`config.mk`:
```
export PLATFORM = sky130hd
export DESIGN_NAME = mem_arbiter
export DESIGN_NICKNAME = d
export VERILOG_FILES = /design/src/rtl/arb_pkg.sv /design/src/rtl/mem_arbiter_rr_picker.sv /design/src/rtl/mem_arbiter.sv
export SDC_FILE = /design/constraint.sdc
export NUM_CORES = 1
export LEC_CHECK = 0
export ABC_CLOCK_PERIOD_IN_PS = 4200
export BUFFER_PORTS_ARGS = -buffer_cell sky130_fd_sc_hd__buf_2
export CAP_MARGIN = 5
export CORE_AREA = 3 3 133 135
export DETAILED_ROUTE_END_ITERATION = 16
export DIE_AREA = 0 0 136 138
export GPL_TIMING_DRIVEN = 0
export PLACE_DENSITY = 0.58
export SYNTH_ARGS = -nofsm -noshare
export SYNTH_HDL_FRONTEND = slang
export SYNTH_HIERARCHICAL = 1
export SYNTH_SLANG_ARGS = --single-unit
```
`constraint.sdc`:
```
create_clock -name clk -period 4.2 [get_ports clk]
set_input_delay 0.84 -clock clk [delete_from_list [all_inputs] [get_ports clk]]
set_output_delay 0.84 -clock clk [all_outputs]
set_load 0.01 [all_outputs]
```
`src/rtl/arb_pkg.sv`:
```
// Shared definitions for the memory arbiter: FSM state encoding, default
// bus dimensions and the one-hot helper used to build the grant vector.
package arb_pkg;

    typedef enum logic {
        ST_IDLE  = 1'b0,
        ST_GRANT = 1'b1
    } arb_state_t;

    localparam int NREQ_DEF = 3;
    localparam int AW_DEF   = 10;
    localparam int DW_DEF   = 32;
    localparam int OWNER_W  = 2;
    localparam int PERF_W   = 32;

    // Expand an owner index into a 4-bit one-hot vector; callers slice to NREQ.
    function automatic logic [3:0] onehot4(input logic [OWNER_W-1:0] idx);
        logic [3:0] oh;
        oh = 4'b0000;
        oh[idx] = 1'b1;
        return oh;
    endfunction

endpackage

```
`src/rtl/mem_arbiter_rr_picker.sv`:
```
// Round-robin winner selection. Scans requesters starting at ptr+1 and
// wrapping, so the requester at ptr is considered last. An optional
// exclusion removes the current owner from the scan when looking for a
// different requester to hand off to.
module rr_picker
    import arb_pkg::*;
#(
    parameter int NREQ = NREQ_DEF
) (
    input  logic [NREQ-1:0]    req,
    input  logic [OWNER_W-1:0] ptr,
    input  logic               excl_en,
    input  logic [OWNER_W-1:0] excl,
    output logic               valid,
    output logic [OWNER_W-1:0] winner
);

    // First eligible requester after ptr in cyclic order.
    always_comb begin
        int idx;
        idx    = 0;
        valid  = 1'b0;
        winner = '0;
        for (int k = 1; k <= NREQ; k++) begin
            idx = (int'(ptr) + k) % NREQ;
            if (!valid && req[idx] && !(excl_en && (int'(excl) == idx))) begin
                valid  = 1'b1;
                winner = OWNER_W'(idx);
            end
        end
    end

endmodule

```
`src/rtl/mem_arbiter.sv`:
```
// Round-robin arbiter sharing one single-port RAM (async read, sync write)
// among NREQ requesters. Supports lock for atomic sequences and a bounded
// hold time for unlocked owners when others are waiting.
// Optional feature macro: ARB_PERF_EN enables per-requester granted-cycle
// counters on perf_cnt; without it perf_cnt is tied to zero.
//
// state    | meaning
// ---------+-----------------------------------------------------------
// ST_IDLE  | no grant; first pending requester after ptr wins next edge
// ST_GRANT | owner holds the RAM; release, handoff or preempt per edge
module mem_arbiter
    import arb_pkg::*;
#(
    parameter int NREQ     = NREQ_DEF,
    parameter int AW       = AW_DEF,
    parameter int DW       = DW_DEF,
    parameter int MAX_HOLD = 16
) (
    input  logic                   clk,
    input  logic                   rstn,
    input  logic [NREQ-1:0]        req,
    input  logic [NREQ-1:0]        lock,
    input  logic [NREQ-1:0]        we,
    input  logic [NREQ*AW-1:0]     addr,
    input  logic [NREQ*DW-1:0]     wdata,
    output logic [NREQ-1:0]        gnt,
    output logic [DW-1:0]          rdata,
    output logic [OWNER_W-1:0]     owner,
    output logic                   busy,
    output logic [AW-1:0]          mem_a,
    output logic [DW-1:0]          mem_d,
    output logic                   mem_we,
    input  logic [DW-1:0]          mem_spo,
    output logic [NREQ*PERF_W-1:0] perf_cnt
);

    // Hold counter only needs to reach MAX_HOLD-1, where it saturates.
    localparam int HOLD_W = (MAX_HOLD > 2) ? $clog2(MAX_HOLD) : 1;
    localparam logic [HOLD_W-1:0] HOLD_SAT = HOLD_W'((MAX_HOLD > 0) ? MAX_HOLD - 1 : 0);
    localparam bit PREEMPT_EN = (MAX_HOLD != 0);

    arb_state_t          state_q, state_nx;
    logic [OWNER_W-1:0]  owner_q, owner_nx;
    logic [OWNER_W-1:0]  ptr_q, ptr_nx;
    logic [HOLD_W-1:0]   hold_q, hold_nx;
    logic [NREQ-1:0]     gnt_q, gnt_nx;

    logic                owner_req;
    logic                owner_lock;
    logic                owner_we;
    logic [AW-1:0]       owner_addr;
    logic [DW-1:0]       owner_wdata;

    logic                in_grant;
    logic [OWNER_W-1:0]  pick_ptr;
    logic                pick_valid;
    logic [OWNER_W-1:0]  pick_winner;

    // In GRANT the scan starts after the current owner and skips it, so a
    // handoff always goes to a different requester in round-robin order.
    assign in_grant = (state_q == ST_GRANT);
    assign pick_ptr = in_grant ? owner_q : ptr_q;

    rr_picker #(
        .NREQ (NREQ)
    ) u_picker (
        .req     (req),
        .ptr     (pick_ptr),
        .excl_en (in_grant),
        .excl    (owner_q),
        .valid   (pick_valid),
        .winner  (pick_winner)
    );

    // Select the owner's request lines and bus slices.
    always_comb begin
        owner_req   = 1'b0;
        owner_lock  = 1'b0;
        owner_we    = 1'b0;
        owner_addr  = '0;
        owner_wdata = '0;
        for (int i = 0; i < NREQ; i++) begin
            if (owner_q == OWNER_W'(i)) begin
                owner_req   = req[i];
                owner_lock  = lock[i];
                owner_we    = we[i];
                owner_addr  = addr[i*AW +: AW];
                owner_wdata = wdata[i*DW +: DW];
            end
        end
    end

    // Next-state, owner, round-robin pointer, hold counter and grant vector.
    always_comb begin
        logic [3:0] oh;
        state_nx = state_q;
        owner_nx = owner_q;
        ptr_nx   = ptr_q;
        hold_nx  = hold_q;
        gnt_nx   = '0;
        oh       = 4'b0000;

        unique case (state_q)
            ST_IDLE: begin
                if (pick_valid) begin
                    state_nx = ST_GRANT;
                    owner_nx = pick_winner;
                    hold_nx  = '0;
                end
            end
            ST_GRANT: begin
                if (!owner_req) begin
                    ptr_nx  = owner_q;
                    hold_nx = '0;
                    if (pick_valid) begin
                        owner_nx = pick_winner;
                    end else begin
                        state_nx = ST_IDLE;
                    end
                end else if (PREEMPT_EN && !owner_lock && (hold_q >= HOLD_SAT) && pick_valid) begin
                    ptr_nx   = owner_q;
                    owner_nx = pick_winner;
                    hold_nx  = '0;
                end else if (hold_q < HOLD_SAT) begin
                    hold_nx = hold_q + 1'b1;
                end
            end
            default: begin
                state_nx = ST_IDLE;
            end
        endcase

        oh = onehot4(owner_nx);
        if (state_nx == ST_GRANT) begin
            gnt_nx = oh[NREQ-1:0];
        end
    end

    // Arbitration registers with synchronous active-low reset.
    always_ff @(posedge clk) begin
        if (!rstn) begin
            state_q <= ST_IDLE;
            owner_q <= '0;
            ptr_q   <= OWNER_W'(NREQ - 1);
            hold_q  <= '0;
            gnt_q   <= '0;
        end else begin
            state_q <= state_nx;
            owner_q <= owner_nx;
            ptr_q   <= ptr_nx;
            hold_q  <= hold_nx;
            gnt_q   <= gnt_nx;
        end
    end

    assign gnt   = gnt_q;
    assign busy  = in_grant;
    assign owner = owner_q;
    assign rdata = mem_spo;

    // RAM port mux: only the owner's slice reaches the RAM; rstn gates the
    // write so nothing is written in a reset cycle.
    always_comb begin
        mem_a  = '0;
        mem_d  = '0;
        mem_we = 1'b0;
        if (in_grant) begin
            mem_a  = owner_addr;
            mem_d  = owner_wdata;
            mem_we = owner_we & rstn;
        end
    end

`ifdef ARB_PERF_EN
    logic [PERF_W-1:0] perf_q [NREQ];

    // Granted-cycle counters, free-running with natural wrap.
    always_ff @(posedge clk) begin
        if (!rstn) begin
            for (int i = 0; i < NREQ; i++) begin
                perf_q[i] <= '0;
            end
        end else begin
            for (int i = 0; i < NREQ; i++) begin
                if (gnt_q[i]) begin
                    perf_q[i] <= perf_q[i] + 1'b1;
                end
            end
        end
    end

    for (genvar g = 0; g < NREQ; g++) begin : g_perf
        assign perf_cnt[g*PERF_W +: PERF_W] = perf_q[g];
    end
`else
    assign perf_cnt = '0;
`endif

endmodule

```
# == Word level (Yosys, flattened, before mapping) ==
# Cells that the tools add are included.
# totals
register_bits,12
in_bits,169
output_inout_bits,177
elab_cells,100
# classes
addsub,4
div,3
order_cmp,7
eq_ne,8
mux,50
bitwise,2
n_reduce_logical,21
# op_table
operator,count
2-to-1 mux 32 bit,4
== test 3 x 32 -> 1 bit,3
< comparator 32 x 4 -> 1 bit (second input constant),3
modulo 32 x 3 -> 32 bit (second input constant),3
2-to-1 mux 10 bit,4
2-to-1 mux 1 bit,22
2-to-1 mux 2 bit,9
2-to-1 mux 4 bit,4
logical AND 1 bit,11
case mux 4 bit (2 select lines),1
adder 2 x 2 -> 3 bit (second input constant),2
binary-select mux 1 bit (select 2 bit),3
logical NOT 1 bit,6
AND reduction 2 bit,3
adder 4 x 1 -> 4 bit (second input constant),1
>= comparator 4 bit (second input constant),1
< comparator 4 bit (second input constant),1
inequality test 4 x 2 -> 1 bit (second input constant),1
case mux 2 bit (2 select lines),1
adder 2 x 1 -> 3 bit (second input constant),1
< comparator 2 x 3 -> 1 bit (second input constant),1
demux 1 bit (select 2 bit),1
== test 2 x 1 -> 1 bit (second input constant),1
== test 2 bit (second input constant),1
other kinds (7),7

# == Depth between registers and ports, before layout ==
# depth
word_depth,24
ltp_mapped,19
ltp_nobuf,16

# == By module ==
# The synthesis kept the hierarchy.
# by_module_without_submodules
mod,instances,cells_each,area_each_um2,seq_area_each_um2
mem_arbiter,1,398,2785.2,240.2
rr_picker,1,61,489.2,0.0

# == Least setup slack after synthesis ==
# OpenSTA, ideal clock, no wires.
# synth_path
path_type,reg-to-reg
start,register owner_q[0] (netlist: owner[0])
end,register ptr_q[1]
setup_time_ps,120
arrival_time_ps,3773
required_time_ps,4080
setup_slack_ps,307
path_stages_with_launch,19
cell_sequence,dfxtp_1 -> buf_4 -> buf_2 -> buf_2 -> mux2_2 -> inv_1 -> ha_1 -> buf_4 -> nand3b_1 -> ha_1 -> nand4b_1 -> o21ai_2 -> inv_2 -> o21ai_1 -> nand3_1 -> o211ai_1 -> nor2_1 -> o211a_1 -> a211o_1
# synth_via
elab_chain_len,19
# synth_rtl
item,line_no,source
from (decl),mem_arbiter.sv:43,"logic [OWNER_W-1:0] owner_q, owner_nx;"
from (signal assigned),mem_arbiter.sv:149,owner_q <= owner_nx;
2-to-1 mux 2 bit (*),mem_arbiter.sv:62,assign pick_ptr = in_grant ? owner_q : ptr_q;
named net pick_ptr[0],mem_arbiter.sv:55,logic [OWNER_W-1:0] pick_ptr;
adder 2 x 1 -> 3 bit,mem_arbiter_rr_picker.sv:25,idx = (int'(ptr) + k) % NREQ;
modulo 32 x 3 -> 32 bit,mem_arbiter_rr_picker.sv:25,
== test 3 x 32 -> 1 bit / binary-select mux 1 bit (select 2 bit) (equally long branches),mem_arbiter_rr_picker.sv:26,if (!valid && req[idx] && !(excl_en && (int'(excl) == idx))) begin
logical AND 1 bit / 2-to-1 mux 1 bit (equally long branches),mem_arbiter_rr_picker.sv:26,
logical NOT 1 bit / 2-to-1 mux 1 bit (equally long branches),mem_arbiter_rr_picker.sv:26,
logical AND 1 bit,mem_arbiter_rr_picker.sv:26,
[... 4 more ...],-,
2-to-1 mux 1 bit,mem_arbiter_rr_picker.sv:26,
logical NOT 1 bit,mem_arbiter_rr_picker.sv:26,
logical AND 1 bit (2 in series),mem_arbiter_rr_picker.sv:26,
2-to-1 mux 1 bit (*),mem_arbiter_rr_picker.sv:26,
named net pick_valid,mem_arbiter.sv:56,logic pick_valid;
logical AND 1 bit (*),mem_arbiter.sv:120,end else if (PREEMPT_EN && !owner_lock && (hold_q >= HOLD_SAT) && pick_valid) begin
inequality test 2 x 1 -> 1 bit (no line) (*),-,
AND reduction 2 bit (no line) (*),-,
to (signal assigned),mem_arbiter.sv:144,ptr_q <= OWNER_W'(NREQ - 1);
to (signal assigned),mem_arbiter.sv:150,ptr_q <= ptr_nx;
to (decl),mem_arbiter.sv:44,"logic [OWNER_W-1:0] ptr_q, ptr_nx;"
# Mark *: on every way through the listed nets, which the timed path passes. The rest lies on a longest branch. The select of a mux whose other input is x is not followed.
# A chain may end at the register's enable or synchronous reset.

# == Worst setup path in the final report ==
# layout_path
start,register owner_q[1] (netlist: owner[1])
end,register ptr_q[1]
# Same word-level chain as after synthesis.

==> qor.csv <==
metric;value;unit
numCtsBuffers;3;
yosys_warnings;6;
path_cells;buf_6, clkbuf_8, buf_4, mux2_4, inv_1, ha_1, buf_4, nand3b_1, ha_1, nand4b_1, o21ai_2, inv_2, o21ai_1, nand3_1, o211ai_1, nor2_1, o211a_1, a211o_1;
tightest_slew;0.605;ns
wl_per_cell;13.6;µm
path_buf_inv;6;
synth-xor-area-share;1.34;%
powerDensity;407;nW/µm²
min_path_type;reg2reg;
fin_area;5120;µm²
area_growth;56.4;%
critPathMaxFanout;10;
hold_path_depth;2;
relSlewSlack;59.6;%
whs;0.460;ns
drc;0;
grt_max_degree;17;
fillers;1854;
drtIter0Drc;157;
dr.pass1.iters;4;
worstSetupEndpoint;ptr_q[1];
clk-insertion-delay-late;0.24;ns
placed_cell_area;4990;µm²
fin_ws;0.342;ns
ff2ff_path_depth;18;
grt_antenna_before_repair;4;
setup_viol;0;
vias;3710;
syn-cell-area;3270;µm²
hold_viol_final;0;
critPathKind;reg2reg;
ys.flop_type;dfxtp_1;
final_common_cell;buf_2;
fp-row-count;47;
max_stage_delay;0.35;ns
stdcell_count;997;
postRouteAntennaNets;0;
path_clk_slew;0.04;ns
cp.depth;18;
core;16600;µm²
syn_area_per_cell;7.13;µm²
synth_compound_area_share;14.7;%
finalWirelength;13600;µm
min_period;3.86;ns
via_per_inst;3.72;
gp_congestion;0.881;
start_util;19.7;%
post_synth_num_cell_types;48;
seq_area_frac_synth;7.34;%
fp.dieH;138;µm
synth_edf_count;0;
slew_violations;0;
status;complete, no violations;
vdd_drop_max;0.000231;V
fin_crit_sh;91.9;%
dp_hpwl;11700;µm
startpoint_type;flip-flop;
final_net_count;954;
critPathLaunch;owner[1];
h-tree-depth;1;
grt_usage;13.1;%
synthSimpleGateAreaFrac;20.5;%
dpl_worst_slack;-0.821;ns
cp.required;4.33;ns
async_flop_share;0;%
cts-root-buf;clkbuf_16;
cts_tree;yes;
crit_arrival;3.98;ns
die_area;18800;µm²
die_width;136;µm
synth-adder-area-share;3.82;%
synth_top_family_by_area;buffers and inverters;
gr-total-overflow;0;
rsz0062_at_grt;no;
endpoint_kind;flip-flop;
synth_mux_area_share;17.7;%
port_buffers;217;
ios;346;
clock_sinks;12;
layout.cells.most_common_list;buf_2, buf_4, conb_1, mux2i_1, o21ai_0;
ctsHoldBuffers;0;
regToRegSetupSlack;0.34;ns
crit_family;compound AO/OA/AOI/OAI gates;
drv_cap;0;
r2r-end;ptr_q[1];
cts_buffer_depth;2;
postSynthCellCount;459;
dp_cells;991;
finalClockSkew;0.000877;ns
drive_gt1_share;48.7;%
yosys_register_bits;12;
r2r-start;owner[1];
grt_pass1_vias;3464;
p_leak;2.83;nW
max_freq;259;MHz
grt_pass1_wl;19400;µm
crit_slowest_cell;dfxtp_2;
==> how the worst min path moves through the flow <==
stage	start	end	slack (ns)
floorplan	ptr_q[1]	ptr_q[1]	0.43
global placement	ptr_q[0]	ptr_q[0]	0.45
detailed placement	ptr_q[1]	ptr_q[1]	0.45
CTS	ptr_q[1]	ptr_q[1]	0.46
global route	ptr_q[0]	ptr_q[0]	0.49
finish	ptr_q[0]	ptr_q[0]	0.46
==> report_power, final <==
part | internal, mW | switching [mW]
combinational | 0.785 | 0.924
clock | 0.144 | 0.0483
sequential | 0.147 | 0.0364
total | 1.08 | 1.01
==> repair_timing <==
item	CTS	global route
pin swaps	0	1
endpoints found under the setup margin	12	12
gates resized for setup	10	8
buffers inserted	0	1
==> flip-flops by register name, summed over array words and instances, names as in the netlist <==
name    count
hold_q      4
gnt         3
busy        1
owner       2
ptr_q       2
==> cells in the mapped netlist, types with 2 or more instances <==
cell type | count | area (µm²)
buf_2 | 6 | 30.0
nor2_1 | 15 | 56.3
xnor2_1 | 2 | 17.5
o211ai_1 | 2 | 15.0
buf_4 | 132 | 991
inv_1 | 10 | 37.5
mux2i_1 | 54 | 541
nand4b_1 | 3 | 26.3
o21ai_1 | 2 | 10.0
o21ai_0 | 52 | 260
nand2_1 | 48 | 180
and3_1 | 2 | 12.5
a31o_2 | 2 | 17.5
clkbuf_1 | 15 | 56.3
a21oi_1 | 5 | 25.0
ha_1 | 10 | 125
a22oi_1 | 2 | 15.0
nand3_1 | 5 | 25.0
nand3b_1 | 4 | 30.0
mux2_2 | 2 | 22.5
dfxtp_1 | 12 | 240
nor2b_1 | 5 | 31.3
xor2_1 | 3 | 26.3
and2_1 | 42 | 263
==> cell type report <==
type                            instances  area, µm²  share of cell area [%]
Antenna cell                            3       7.51                   0.147
Buffer                                152       1110                    21.6
Clock buffer                            4       88.8                    1.73
Inverter                               11       41.3                   0.806
Multi-Input combinational cell        377       2260                    44.2
Sequential cell                        12        244                    4.76
Tap cell                              220        275                    5.38
Timing Repair Buffer                  218       1090                    21.4
==> worst reg2reg max path, stage by stage, from the launching register on <==
cell and delay, ns:
dfxtp_2 0.35, buf_6 0.15, clkbuf_8 0.19, buf_4 0.19, mux2_4 0.31, inv_1 0.11
ha_1 0.27, buf_4 0.19, nand3b_1 0.16, ha_1 0.28, nand4b_1 0.19, o21ai_2 0.20
inv_2 0.05, o21ai_1 0.16, nand3_1 0.16, o211ai_1 0.20, nor2_1 0.11, o211a_1 0.22
a211o_1 0.26
==> through the flow <==
| step | setup TNS, ns | util [%] | total power [mW] |
|---|---|---|---|
| 6_report | 0 | 30.9 | 2.08 |
| 5_1_grt | 0 | 30.9 | 2.30 |
| 4_1_cts | 0 | 30.8 | 2.10 |
| 3_5_place_dp | -7.98 | 30.1 | 1.89 |
| 3_3_place_gp | -7.75 | 30.1 | 1.88 |
| 2_1_floorplan | 0 | - | 1.38 |
==> layer usage <==
layer	global-route usage, %	up-vias	wire [µm]	share of wire [%]
met5	0	-	16	0.12
met1	15.4	1577	5160	38
li1	-	1939	-	-
met2	25.1	180	7110	52
met4	2.97	2	146	1.1
met3	1.45	12	1120	8.3
==> cells by family after synthesis <==
kind of cell / Yosys count
muxes: 57
adders and majority gates: 10
and+or+nand+nor: 130
xor gates and xnor gates: 5
other: 1
DFF: 12
buffers and inverters: 165
AOI/OAI and AO/OA: 79
(Power assumes the default switching activity.)
